`src/rtl/systolic_result_collector_pkg.sv`:
```
// Shared definitions for the systolic array result path: default geometry,
// the packed result-row type and the sticky status flags.
package systolic_result_collector_pkg;

  localparam int DEFAULT_N_COLS     = 4;
  localparam int DEFAULT_DATA_W     = 8;
  localparam int DEFAULT_FIFO_DEPTH = 4;
  localparam int ROW_COUNT_W        = 16;

  typedef logic [DEFAULT_N_COLS*DEFAULT_DATA_W-1:0] row_t;

  typedef struct packed {
    logic overflow;
    logic skew_err;
  } flags_t;

  // Index width for a power-of-two buffer; never narrower than one bit.
  function automatic int ptr_bits(input int depth);
    return (depth < 2) ? 1 : $clog2(depth);
  endfunction

endpackage

```
`src/rtl/systolic_result_collector_result_fifo.sv`:
```
// Synchronous FIFO holding aligned result rows; the head entry is visible
// without a read request and reads as zero while empty.
module result_fifo
  import systolic_result_collector_pkg::*;
#(
  parameter int WIDTH = 32,
  parameter int DEPTH = 4
) (
  input  logic             clk,
  input  logic             rst,
  input  logic             clear,
  input  logic             push,
  input  logic [WIDTH-1:0] push_data,
  input  logic             pop,
  output logic [WIDTH-1:0] pop_data,
  output logic             full,
  output logic             empty,
  output logic             push_ok,
  output logic             drop
);

  localparam int AW = ptr_bits(DEPTH);

  logic [WIDTH-1:0] mem [DEPTH];
  logic [AW:0]      wr_ptr_reg;
  logic [AW:0]      rd_ptr_reg;
  logic             pop_ok;

  // Extra pointer bit tells a full buffer from an empty one.
  assign empty   = (wr_ptr_reg == rd_ptr_reg);
  assign full    = (wr_ptr_reg[AW] != rd_ptr_reg[AW]) &&
                   (wr_ptr_reg[AW-1:0] == rd_ptr_reg[AW-1:0]);
  assign pop_ok  = pop && !empty;
  assign push_ok = push && (!full || pop_ok);
  assign drop    = push && full && !pop_ok;

  always_ff @(posedge clk or negedge rst) begin
    if (!rst) begin
      wr_ptr_reg <= '0;
      rd_ptr_reg <= '0;
    end else if (clear) begin
      wr_ptr_reg <= '0;
      rd_ptr_reg <= '0;
    end else begin
      if (push_ok) wr_ptr_reg <= wr_ptr_reg + {{AW{1'b0}}, 1'b1};
      if (pop_ok)  rd_ptr_reg <= rd_ptr_reg + {{AW{1'b0}}, 1'b1};
    end
  end

  always_ff @(posedge clk) begin
    if (push_ok && !clear) mem[wr_ptr_reg[AW-1:0]] <= push_data;
  end

  assign pop_data = empty ? '0 : mem[rd_ptr_reg[AW-1:0]];

endmodule

```
`src/rtl/systolic_result_collector.sv`:
```
// De-skews the diagonal wavefront leaving the bottom PE row into whole
// result rows and buffers them for a ready/valid consumer.
module systolic_result_collector
  import systolic_result_collector_pkg::*;
#(
  parameter int N_COLS     = DEFAULT_N_COLS,
  parameter int DATA_W     = DEFAULT_DATA_W,
  parameter int FIFO_DEPTH = DEFAULT_FIFO_DEPTH
) (
  input  logic                     clk,
  input  logic                     rst,
  input  logic                     clear,
  input  logic [N_COLS-1:0]        col_valid_in,
  input  logic [N_COLS*DATA_W-1:0] col_data_in,
  output logic                     res_valid,
  input  logic                     res_ready,
  output logic [N_COLS*DATA_W-1:0] res_data,
  output logic [ROW_COUNT_W-1:0]   row_count,
  output logic                     overflow,
  output logic                     skew_err
);

  localparam int ROW_W = N_COLS * DATA_W;

  logic [N_COLS-1:0] aligned_valid;
  logic [ROW_W-1:0]  aligned_data;

  // Column c arrives c cycles late, so it gets c fewer stages than column 0.
  for (genvar gi = 0; gi < N_COLS; gi++) begin : g_col
    localparam int STAGES = N_COLS - gi;

    logic              valid_pipe_reg [STAGES];
    logic [DATA_W-1:0] data_pipe_reg  [STAGES];

    always_ff @(posedge clk or negedge rst) begin
      if (!rst) begin
        for (int s = 0; s < STAGES; s++) begin
          valid_pipe_reg[s] <= 1'b0;
          data_pipe_reg[s]  <= '0;
        end
      end else if (clear) begin
        for (int s = 0; s < STAGES; s++) begin
          valid_pipe_reg[s] <= 1'b0;
          data_pipe_reg[s]  <= '0;
        end
      end else begin
        valid_pipe_reg[0] <= col_valid_in[gi];
        data_pipe_reg[0]  <= col_data_in[gi*DATA_W +: DATA_W];
        for (int s = 1; s < STAGES; s++) begin
          valid_pipe_reg[s] <= valid_pipe_reg[s-1];
          data_pipe_reg[s]  <= data_pipe_reg[s-1];
        end
      end
    end

    assign aligned_valid[gi]                 = valid_pipe_reg[STAGES-1];
    assign aligned_data[gi*DATA_W +: DATA_W] = data_pipe_reg[STAGES-1];
  end

  logic all_valid;
  logic any_valid;
  logic fifo_empty;
  logic fifo_full;
  logic push_ok;
  logic drop;
  logic pop;

  assign all_valid = &aligned_valid;
  assign any_valid = |aligned_valid;
  assign res_valid = !fifo_empty;
  assign pop       = res_valid && res_ready;

  result_fifo #(
    .WIDTH (ROW_W),
    .DEPTH (FIFO_DEPTH)
  ) u_result_fifo (
    .clk       (clk),
    .rst       (rst),
    .clear     (clear),
    .push      (all_valid),
    .push_data (aligned_data),
    .pop       (pop),
    .pop_data  (res_data),
    .full      (fifo_full),
    .empty     (fifo_empty),
    .push_ok   (push_ok),
    .drop      (drop)
  );

  flags_t                 flags_reg;
  flags_t                 flags_next;
  logic [ROW_COUNT_W-1:0] row_count_reg;
  logic [ROW_COUNT_W-1:0] row_count_next;

  always_comb begin
    flags_next     = flags_reg;
    row_count_next = row_count_reg;
    if (drop) flags_next.overflow = 1'b1;
    // A partial wavefront means an upstream column lost or gained a beat.
    if (any_valid && !all_valid) flags_next.skew_err = 1'b1;
    if (push_ok) row_count_next = row_count_reg + {{(ROW_COUNT_W-1){1'b0}}, 1'b1};
  end

  always_ff @(posedge clk or negedge rst) begin
    if (!rst) begin
      flags_reg     <= '0;
      row_count_reg <= '0;
    end else if (clear) begin
      flags_reg     <= '0;
      row_count_reg <= '0;
    end else begin
      flags_reg     <= flags_next;
      row_count_reg <= row_count_next;
    end
  end

  assign row_count = row_count_reg;
  assign overflow  = flags_reg.overflow;
  assign skew_err  = flags_reg.skew_err;

  logic unused_full;
  assign unused_full = fifo_full;

endmodule

```
`config.mk`:
```
export PLATFORM = sky130hd
export DESIGN_NAME = systolic_result_collector
export DESIGN_NICKNAME = d
export VERILOG_FILES = /design/src/rtl/systolic_result_collector_pkg.sv /design/src/rtl/systolic_result_collector_result_fifo.sv /design/src/rtl/systolic_result_collector.sv
export SDC_FILE = /design/constraint.sdc
export NUM_CORES = 1
export LEC_CHECK = 0
export ABC_AREA = 1
export CAP_MARGIN = 20
export CORE_MARGIN = 2
export CORE_UTILIZATION = 53
export DETAILED_ROUTE_END_ITERATION = 8
export MAX_ROUTING_LAYER = met4
export PLACE_DENSITY = 0.75
export SYNTH_ARGS = -nofsm -noshare
export SYNTH_HDL_FRONTEND = slang
export SYNTH_SLANG_ARGS = --single-unit
```
`constraint.sdc`:
```
create_clock -name clk -period 8.4 [get_ports clk]
set_input_delay 2.52 -clock clk [delete_from_list [all_inputs] [get_ports clk]]
set_output_delay 2.52 -clock clk [all_outputs]
set_load 0.05 [all_outputs]
```
==> impl_metrics.json, run 1 <==
{
  "run_status": "finished clean",
  "cts.repair.resized": 0,
  "crit_family": "buffers and inverters",
  "dieWidth_um": 138,
  "avgSynthCellArea_um2": 10.9,
  "critPathMaxStageDelay_ps": 740,
  "p_leak_nw": 5.06,
  "worst_path_max_delay_cell": "sky130_fd_sc_hd__inv_2",
  "root_buf_cell": "sky130_fd_sc_hd__clkbuf_16",
  "synthesis.area_um2": 9480,
  "initial_core_util_pct": 54.4,
  "io_pins": 91,
  "ys_types": 28,
  "area_growth_syn_to_layout_pct": 20.5,
  "worst-setup-path-type": "reg -> out",
  "layout-drive-gt1-share_pct": 6.39,
  "postRouteAntennaNets": 0,
  "worstHoldPathType": "reg -> reg",
  "dp_worst_setup_slack_ps": 2600,
  "ys_warn_count": 0,
  "peakVddDrop_mv": 0.172,
  "number_of_buffers_on_the_longest_clock_path": 3,
  "timing.max_slew.rel_slack_pct": 27.2,
  "report.final.hold_viol_count": 0,
  "worstPathCellList": "inv_2 -> nand2_1 -> nand2_2 -> nand3_2 -> nand2_1 -> inv_1 -> clkdlybuf4s50_1",
  "critical_path.startpoint_type": "flop",
  "worstPathMaxFanout": 66,
  "antenna_cells": 0,
  "grt_pass1_wl_um": 28400,
  "final-max-slew-violation-count": 0,
  "cts.hold.buffers_added": 0,
  "gr-usage-all-layers_pct": 19.9,
  "route.met2.wl_um": 8920,
  "highest_layer": "met4",
  "endpoint_kind": "output pin",
  "nets": 999,
  "cts-htree-levels": 1,
  "timing.critical_path.required_ps": 5880,
  "clkTransAtPathRegs_ps": 60,
  "dr_total_vias": 6117,
  "routed_wirelength_um": 18000,
  "cts.repair_timing.setup_buffer_count": 0,
  "fin_cells": 1196,
  "final_setup_violating_endpoints": 0,
  "ys_seq_area_share_pct": 70.6,
  "numClockSinks": 242,
  "drc_violation_total_after_the_first_tritonroute_iteration": 471,
  "unrepaired_setup_endpoints_after_global_routing": "false",
  "synthCells": 869,
  "yosys_register_bits": 242,
  "synth.net_count": 915,
  "final.setup.worst_slack_ps": 2120,
  "dp.final_hpwl_um": 9710,
  "grt_start_max_net_pins": 95,
  "gp_routability_congestion": 0.838,
  "final.min_clock_period_ps": 6280,
  "path_buf_inv": 3,
  "clkLatencyLatePin_ps": 510,
  "row_count": 48,
  "wl_per_cell_um": 15.0,
  "chipHeight_um": 138,
  "antenna_found_initial": 0,
  "flip_flop_count_of_the_largest_register_after_layout": 128,
  "dieArea_um2": 19000,
  "timing.critical_path.arrival_ps": 3760,
  "placement.io_buffers": 90,
  "detail_route.drc_violations": 0,
  "pwr_density_cell_nw_per_um2": 213,
  "fin_worst_skew_ps": 8.86,
  "timing.setup.tns_ps": 0,
  "vias_per_cell": 5.11,
  "total_power_mw": 2.44,
  "grt_overflow_total": 0,
  "transition_at_the_pin_with_the_smallest_max_transition_slack_ps": 1090,
  "numPlacedInstances": 1149,
  "drv.max_cap_violation_count": 0,
  "tritoncts": "yes",
  "fp.coreArea_um2": 17400,
  "utilization_after_layout_pct": 65.6,
  "fmax_ghz": 0.159,
  "tritoncts.num_buffers": 25,
  "drtPass1Iterations": 4,
  "timing.critical_path.mode_cell": "sky130_fd_sc_hd__nand2_1",
  "min_period_over_period_pct": 74.7,
  "wirelength_met1_um": 7800,
  "vias_in_the_first_global_route": 5859,
  "routed-wl-met3_um": 820
}
-- Yosys cell counts (all sizes together) --
cell	instances	area share, %
a21o	1	0.079
xor2	6	0.55
o21ai	67	3.5
nand3	18	1.0
o21a	1	0.079
nor2	181	7.5
nand3b	2	0.16
edfxtp	128	41
nand4	18	1.2
o21bai	3	0.24
nand2	108	4.4
buf	6	0.54
inv	140	5.5
o22ai	32	2.1
or2	3	0.20
nor3	1	0.053
ha	6	0.79
clkbuf	32	1.3
dfrtp	114	30
a21oi	2	0.11
-- stage by stage --
stage	hold WS, ps	instance area (um2)
6_report	454	11400
3_3_place_gp	436	10500
5_1_grt	478	11400
4_1_cts	457	11400
2_1_floorplan	434	9480
3_5_place_dp	443	10500
-- final cells by class --
cell class                      count  area, um2
Sequential cell                   242       6700
Fill cell                        1301       6000
Multi-Input combinational cell    449       2120
Timing Repair Buffer               95        966
Clock buffer                       31        689
Inverter                          140        526
Tap cell                          225        282
Clock inverter                     14        144
-- path summary, 6_finish.rpt --
check | from | endpoint | slack [ps] | depth (start not counted)
worst max-delay path | u_result_fifo.rd_ptr_reg[0] | res_data[0] | 2120 | 7
worst min-delay path | g_col[1].data_pipe_reg[18] | g_col[1].data_pipe_reg[10] | 450 | 2
worst max register to register | u_result_fifo.rd_ptr_reg[0] | u_result_fifo.mem[2][26] | 5310 | 8
worst min register to register | g_col[1].data_pipe_reg[18] | g_col[1].data_pipe_reg[10] | 450 | 2
max in group asynchronous | rst | u_result_fifo.rd_ptr_reg[0] | 5010 | 2
min in group asynchronous | rst | g_col[0].data_pipe_reg[25] | 1990 | 1
-- placed cells by master (no fill, tap or decap), types with 2 or more instances in the layout --
cell type / synthesis / final
sky130_fd_sc_hd__nor2_1: 178 / 174
sky130_fd_sc_hd__inv_1: 139 / 138
sky130_fd_sc_hd__edfxtp_1: 128 / 128
sky130_fd_sc_hd__dfrtp_1: 114 / 113
sky130_fd_sc_hd__nand2_1: 105 / 105
sky130_fd_sc_hd__clkdlybuf4s50_1: 0 / 88
sky130_fd_sc_hd__o21ai_0: 67 / 67
sky130_fd_sc_hd__o22ai_1: 32 / 32
sky130_fd_sc_hd__clkbuf_16: 0 / 26
sky130_fd_sc_hd__nand4_1: 18 / 18
sky130_fd_sc_hd__nand3_1: 17 / 17
sky130_fd_sc_hd__nor2_4: 2 / 6
sky130_fd_sc_hd__xor2_1: 6 / 6
sky130_fd_sc_hd__ha_1: 6 / 6
sky130_fd_sc_hd__clkinv_2: 0 / 6
sky130_fd_sc_hd__buf_4: 1 / 5
sky130_fd_sc_hd__clkinv_1: 0 / 4
sky130_fd_sc_hd__or2_2: 3 / 3
sky130_fd_sc_hd__o21bai_1: 3 / 3
sky130_fd_sc_hd__clkbuf_1: 32 / 3
sky130_fd_sc_hd__bufinv_16: 0 / 3
sky130_fd_sc_hd__inv_2: 1 / 2
sky130_fd_sc_hd__nand2_2: 2 / 2
sky130_fd_sc_hd__nand3b_1: 2 / 2
sky130_fd_sc_hd__a21oi_1: 2 / 2
sky130_fd_sc_hd__clkbuf_8: 0 / 2
-- kinds of logic after synthesis --
family,count (synthesis),share of synthesized area (%)
XOR/XNOR,6,0.554
flip-flops,242,70.6
adder cells (fa/ha/maj),6,0.792
AND/OR/NAND/NOR,331,14.5
AO/OA/AOI/OAI,106,6.15
buffers and inverters,178,7.35
-- power by group --
group	internal (mW)	switching, mW	leakage (nW)
clock network	0.672	0.432	0.415
logic	0.0241	0.0357	1.94
registers	1.26	0.00858	2.71
-- worst register-to-register path, delay by kind of cell, from the launching register on --
family,cells,cell delay [ps]
simple gates,7,1980
buf+inv,1,350
flops,1,360
-- routing by layer --
metal  GRT usage (%)  up-vias
met4            6.24        0
met5               -        -
met2            33.0      168
met3            3.09       39
met1            25.6     2945
li1                -     2965
Note: power is estimated with default switching activity, not from simulation.
==> run 2, diff against run 1 <==
CORE_UTILIZATION = 51   (was 53)
clock period = 5.1 ns   (was 8.4 ns; I/O delays follow)
==> run 2 against run 1 <==
Flip-flop and latch count did not move; clock power rose by 70%; wire length increased by 4.3%; combinational power increased by 65%; cell count rose by 0.84%; final area is 3.3% higher; critical path depth stayed put; via count grew 0.92%; critical endpoint is now res_data[12]; largest cell class unchanged.
==> impl_metrics.json, run 2 (synthesis results as in run 1) <==
{
  "rr_endpoint": "u_result_fifo.mem[3][1]",
  "min_period_over_period_pct": 86.0,
  "p_leak_nw": 5.25,
  "cts.repair.resized": 0,
  "pwr_density_cell_nw_per_um2": 345,
  "chipHeight_um": 140,
  "final-max-slew-violation-count": 0,
  "tritoncts.num_buffers": 25,
  "setup.reg_to_reg.worst_slack_ps": 2500,
  "cts.repair_timing.setup_buffer_count": 0,
  "transition_at_the_pin_with_the_smallest_max_transition_slack_ps": 987,
  "worst-setup-path-type": "reg -> out",
  "timing.critical_path.arrival_ps": 2860,
  "timing.critical_path.required_ps": 3570,
  "drv.max_cap_violation_count": 0,
  "fmax_ghz": 0.228,
  "cts-htree-levels": 1,
  "placement.io_buffers": 90,
  "drtPass1Iterations": 5,
  "switching_power_mw": 0.785,
  "layout-drive-gt1-share_pct": 10.5,
  "antenna_found_initial": 0,
  "dr_total_vias": 6173,
  "fillerInstances": 1317,
  "min_delay_path_depth": 2,
  "grt_overflow_total": 0,
  "p_int_mw": 3.28,
  "power_frac_clock_pct": 46.0,
  "gp_routability_congestion": 0.812,
  "io_pins": 91,
  "final.setup.worst_slack_ps": 714,
  "dieWidth_um": 140,
  "grt_pass1_wl_um": 31200,
  "critical_path.startpoint_type": "flop",
  "dieArea_um2": 19700,
  "fin_worst_skew_ps": 14.5,
  "swShare_pct": 19.3,
  "vias_per_cell": 5.12,
  "run_status": "finished clean",
  "logic_depth_of_the_worst_register_to_register_path": 10,
  "startpoint_of_the_most_critical_hold_path": "g_col[0].valid_pipe_reg[1]",
  "commonest_non_fill_non_tap_cell_in_the_layout": "sky130_fd_sc_hd__nor2_1",
  "unrepaired_setup_endpoints_after_global_routing": "false",
  "number_of_buffers_on_the_longest_clock_path": 3,
  "vias_in_the_first_global_route": 6164,
  "dp.final_hpwl_um": 10900,
  "flip_flop_count_of_the_largest_register_after_layout": 128,
  "fp.coreArea_um2": 18100,
  "layout.cells.most_common_list": "sky130_fd_sc_hd__nor2_1, sky130_fd_sc_hd__inv_1, sky130_fd_sc_hd__edfxtp_1",
  "drc_violation_total_after_the_first_tritonroute_iteration": 472,
  "row_count": 49,
  "comb_power_share_pct": 2.4,
  "tritoncts": "yes",
  "final.min_clock_period_ps": 4390,
  "clkLatencyLatePin_ps": 510,
  "numClockSinks": 242,
  "clkTransAtPathRegs_ps": 60,
  "worstPathMaxFanout": 37,
  "worstHoldEndpoint": "aligned_valid[0]",
  "worstHoldPathType": "reg -> reg",
  "final_setup_violating_endpoints": 0,
  "antenna_cells": 0,
  "grt_start_max_net_pins": 94,
  "total_power_mw": 4.07,
  "root_buf_cell": "sky130_fd_sc_hd__clkbuf_16",
  "wl_per_cell_um": 15.6,
  "endpoint_kind": "output pin",
  "nets": 1005,
  "cts.hold.buffers_added": 0,
  "timing.max_slew.rel_slack_pct": 34.2,
  "routed_wirelength_um": 18800,
  "critical_path.reg2reg.startpoint": "u_result_fifo.rd_ptr_reg[1]",
  "peakVddDrop_mv": 0.213,
  "p_seq_share_pct": 51.6,
  "gr-usage-all-layers_pct": 20.3,
  "report.final.hold_viol_count": 0,
  "postRouteAntennaNets": 0,
  "detail_route.drc_violations": 0,
  "initial_core_util_pct": 52.4,
  "dp_worst_setup_slack_ps": 1130,
  "timing.setup.tns_ps": 0,
  "area_growth_syn_to_layout_pct": 24.4
}
==> run 2: metal layers <==
layer / vias to the layer above / part of all wire [%] / track usage [%]
li1: 2966 / - / -
met1: 2994 / 43 / 27.1
met2: 174 / 50 / 33.3
met3: 39 / 4.5 / 2.80
met4: 0 / 2.3 / 5.42
met5: - / 0 / -
==> run 2: how the worst max path moves through the flow <==
stage,from,to,depth (start not counted)
detailed placement,res_ready,u_result_fifo.mem[3][24],9
finish,u_result_fifo.rd_ptr_reg[1],res_data[12],7
CTS,u_result_fifo.rd_ptr_reg[1],res_data[28],7
floorplan,res_ready,u_result_fifo.mem[0][0],7
global placement,res_ready,u_result_fifo.mem[3][24],9
global route,u_result_fifo.rd_ptr_reg[1],res_data[12],7
==> run 2: layout make-up <==
class	count	area (um2)	share of cell area, %
sequential	242	6700	56.8
timing repair buffer	101	1310	11.1
clock buffer	32	692	5.87
clock inverter	13	166	1.41
inverter	140	526	4.46
multi-input combinational	449	2120	17.9
tap	229	287	2.43
==> run 2: metrics by stage <==
stage / instances / instance area (um2) / hold slack, ps / utilization (%)
floorplan: 869 / 9480 / 434 / -
finish: 1206 / 11800 / 455 / 65.2
CTS: 1206 / 11800 / 458 / 65.2
global placement: 1161 / 10900 / 437 / 60.5
detailed placement: 1161 / 10900 / 444 / 60.5
global route: 1206 / 11800 / 471 / 65.2
==> run 2: power groups by stage <==
stage	clock network (mW)	logic, mW	registers [mW]
after detailed placement	0	0.102	2.14
after global placement	0	0.0997	2.13
after CTS	1.89	0.102	2.10
after global routing	1.98	0.114	2.10
after floorplan	0	0.0388	2.13
final	1.87	0.0988	2.10
==> run 2: critical path, stage by stage (launching register included) <==
cell and delay, ps:
sky130_fd_sc_hd__dfrtp_1 400, sky130_fd_sc_hd__inv_2 420, sky130_fd_sc_hd__nand2_1 110, sky130_fd_sc_hd__nand2_1 140
sky130_fd_sc_hd__nand3_2 690, sky130_fd_sc_hd__nand2_1 310, sky130_fd_sc_hd__inv_1 100, sky130_fd_sc_hd__buf_12 150
==> RTL edit (flow settings as in run 1) <==
The package constant `ROW_COUNT_W` goes from 16 to 32.
--- a/src/rtl/systolic_result_collector_pkg.sv
+++ b/src/rtl/systolic_result_collector_pkg.sv
@@ -5,7 +5,7 @@
   localparam int DEFAULT_N_COLS     = 4;
   localparam int DEFAULT_DATA_W     = 8;
   localparam int DEFAULT_FIFO_DEPTH = 4;
-  localparam int ROW_COUNT_W        = 16;
+  localparam int ROW_COUNT_W        = 32;
 
   typedef logic [DEFAULT_N_COLS*DEFAULT_DATA_W-1:0] row_t;
 
Ports: changed (resized row_count); port bits go from 91 to 107. No check against the original RTL was run, so the function may have changed too.
==> RTL edit against run 1 <==
Cell area is 11% higher. Die area is 11% higher. Setup slack better by 0.077 ns. Sequential cell count rose by 16. Wire length increased by 13%. Sequential power is 6% higher. Power is 3.9% higher. Synthesized area increased by 11%. Critical path depth increased by 2.
==> RTL edit: results (changes against run 1) <==
[placed_design]
placed_area_sq_um = 11810  ; +12%
portBuffers = 106  ; +18%
dpl.hpwl_mm = 12.20  ; +26%
pre_cts_slack_ns = 2.118  ; -0.4836 ns
place_inst = 1389  ; +21%

[route]
drt_wl_total_mm = 20.27  ; +13%
drt_iter0_markers = 618  ; +31%
firstDrtPassIters = 5  ; +1
avgViaCountPerCell = 4.955  ; -3.1%

[grt]
grt_max_degree = 77  ; -19%
grt_usage_pct = 20.10  ; +0.21 points
grt_pass1_vias = 6837  ; +17%

[yosys]
yosysSeqAreaShare_pct = 67.16  ; -3.5 points
synthCells = 1058  ; +22%
synth_area_leaders = edfxtp_1, dfrtp_1, nor2_1, nand2_1, inv_1
synth.distinct_cells = 26  ; -7.1%
ys.flop_type = dfrtp_1
async_flop_share_pct = 50.39  ; +3.3 points
synth_commonest_cells = nor2_1, nand2_1, inv_1

[sta]
worstMarginPinSlew_ns = 1.045  ; -0.04449 ns
skew_ns = 0.008156  ; -0.0007033 ns

[final_layout]
nNetsFinal = 1199  ; +20%
fin_cells = 1437  ; +20%

[run_status]
status = complete, no violations

[pwr]
p_leak_nw = 5.460  ; +7.9%
ir_worst_vdd_v = 0.0001406  ; -18%

[critical_path]
cp.arrival_ns = 3.68  ; -0.08 ns
cp_max_fo = 67  ; +1.5%

-- RTL edit: cell types whose count changed in the layout (fill, tap and decap cells not counted), moves of 5 or more --
cell,delta
nand2_1,+76
nor2_1,+40
inv_1,+21
o21ai_0,+17
clkdlybuf4s50_1,+16
dfrtp_1,+16
nand3_1,+10
a21oi_1,+5
clkinvlp_4,+5
-- RTL edit: report_power, final --
part,switching [mW],internal [mW]
Combinational,0.0385,0.0249
Clock,0.475,0.644
Sequential,0.00847,1.34
-- RTL edit: critical path: stages (launching register included) --
cell and delay (ns):
dfrtp_2 0.60, inv_2 0.80, nand2_1 0.12, nand2_1 0.12
nand2_2 0.08, inv_1 0.07, nand2_2 0.39, nand2_1 0.22
inv_1 0.07, clkdlybuf4s50_1 0.70
-- RTL edit: kinds of logic (layout without fill, tap and decap cells) --
kind of cell	after synthesis	after routing	synth area share [%]
AO/OA/AOI/OAI	124	124	6.359
XOR/XNOR	10	10	0.8289
adder cells (fa/ha/maj)	6	6	0.7105
buffers and inverters	206	320	7.721
flip-flops	258	258	67.16
AND/OR/NAND/NOR	454	454	17.22
-- RTL edit: final cells by class --
cell class,count,area [sq um]
Sequential cell,258,7098
Tap cell,265,331.6
Timing Repair Buffer,111,1117
Clock inverter,18,187.7
Clock buffer,28,636.9
Fill cell,1541,6859
Inverter,163,611.8
Multi-Input combinational cell,594,2684
-- RTL edit: routing by layer --
metal / vias up / routed length [microns] / global-route usage [%]
li1: 3556 / - / -
met1: 3337 / 8817 / 26.89
met2: 192 / 9874 / 32.60
met3: 36 / 1073 / 2.799
met4: 0 / 501 / 5.980
met5: - / 0 / -
-- RTL edit: final timing paths --
kind / start / endpoint / slack [ns] / depth (start not counted)
setup / recovery: u_result_fifo.rd_ptr_reg[0] / res_data[3] / 2.20 / 9
setup reg to reg: u_result_fifo.rd_ptr_reg[0] / u_result_fifo.mem[3][10] / 4.35 / 8
hold / removal: g_col[2].data_pipe_reg[15] / aligned_data[23] / 0.46 / 2
max in group asynchronous: rst / g_col[0].data_pipe_reg[11] / 5.13 / 2
hold reg to reg: g_col[2].data_pipe_reg[15] / aligned_data[23] / 0.46 / 2
min in group asynchronous: rst / g_col[3].data_pipe_reg[5] / 1.94 / 1
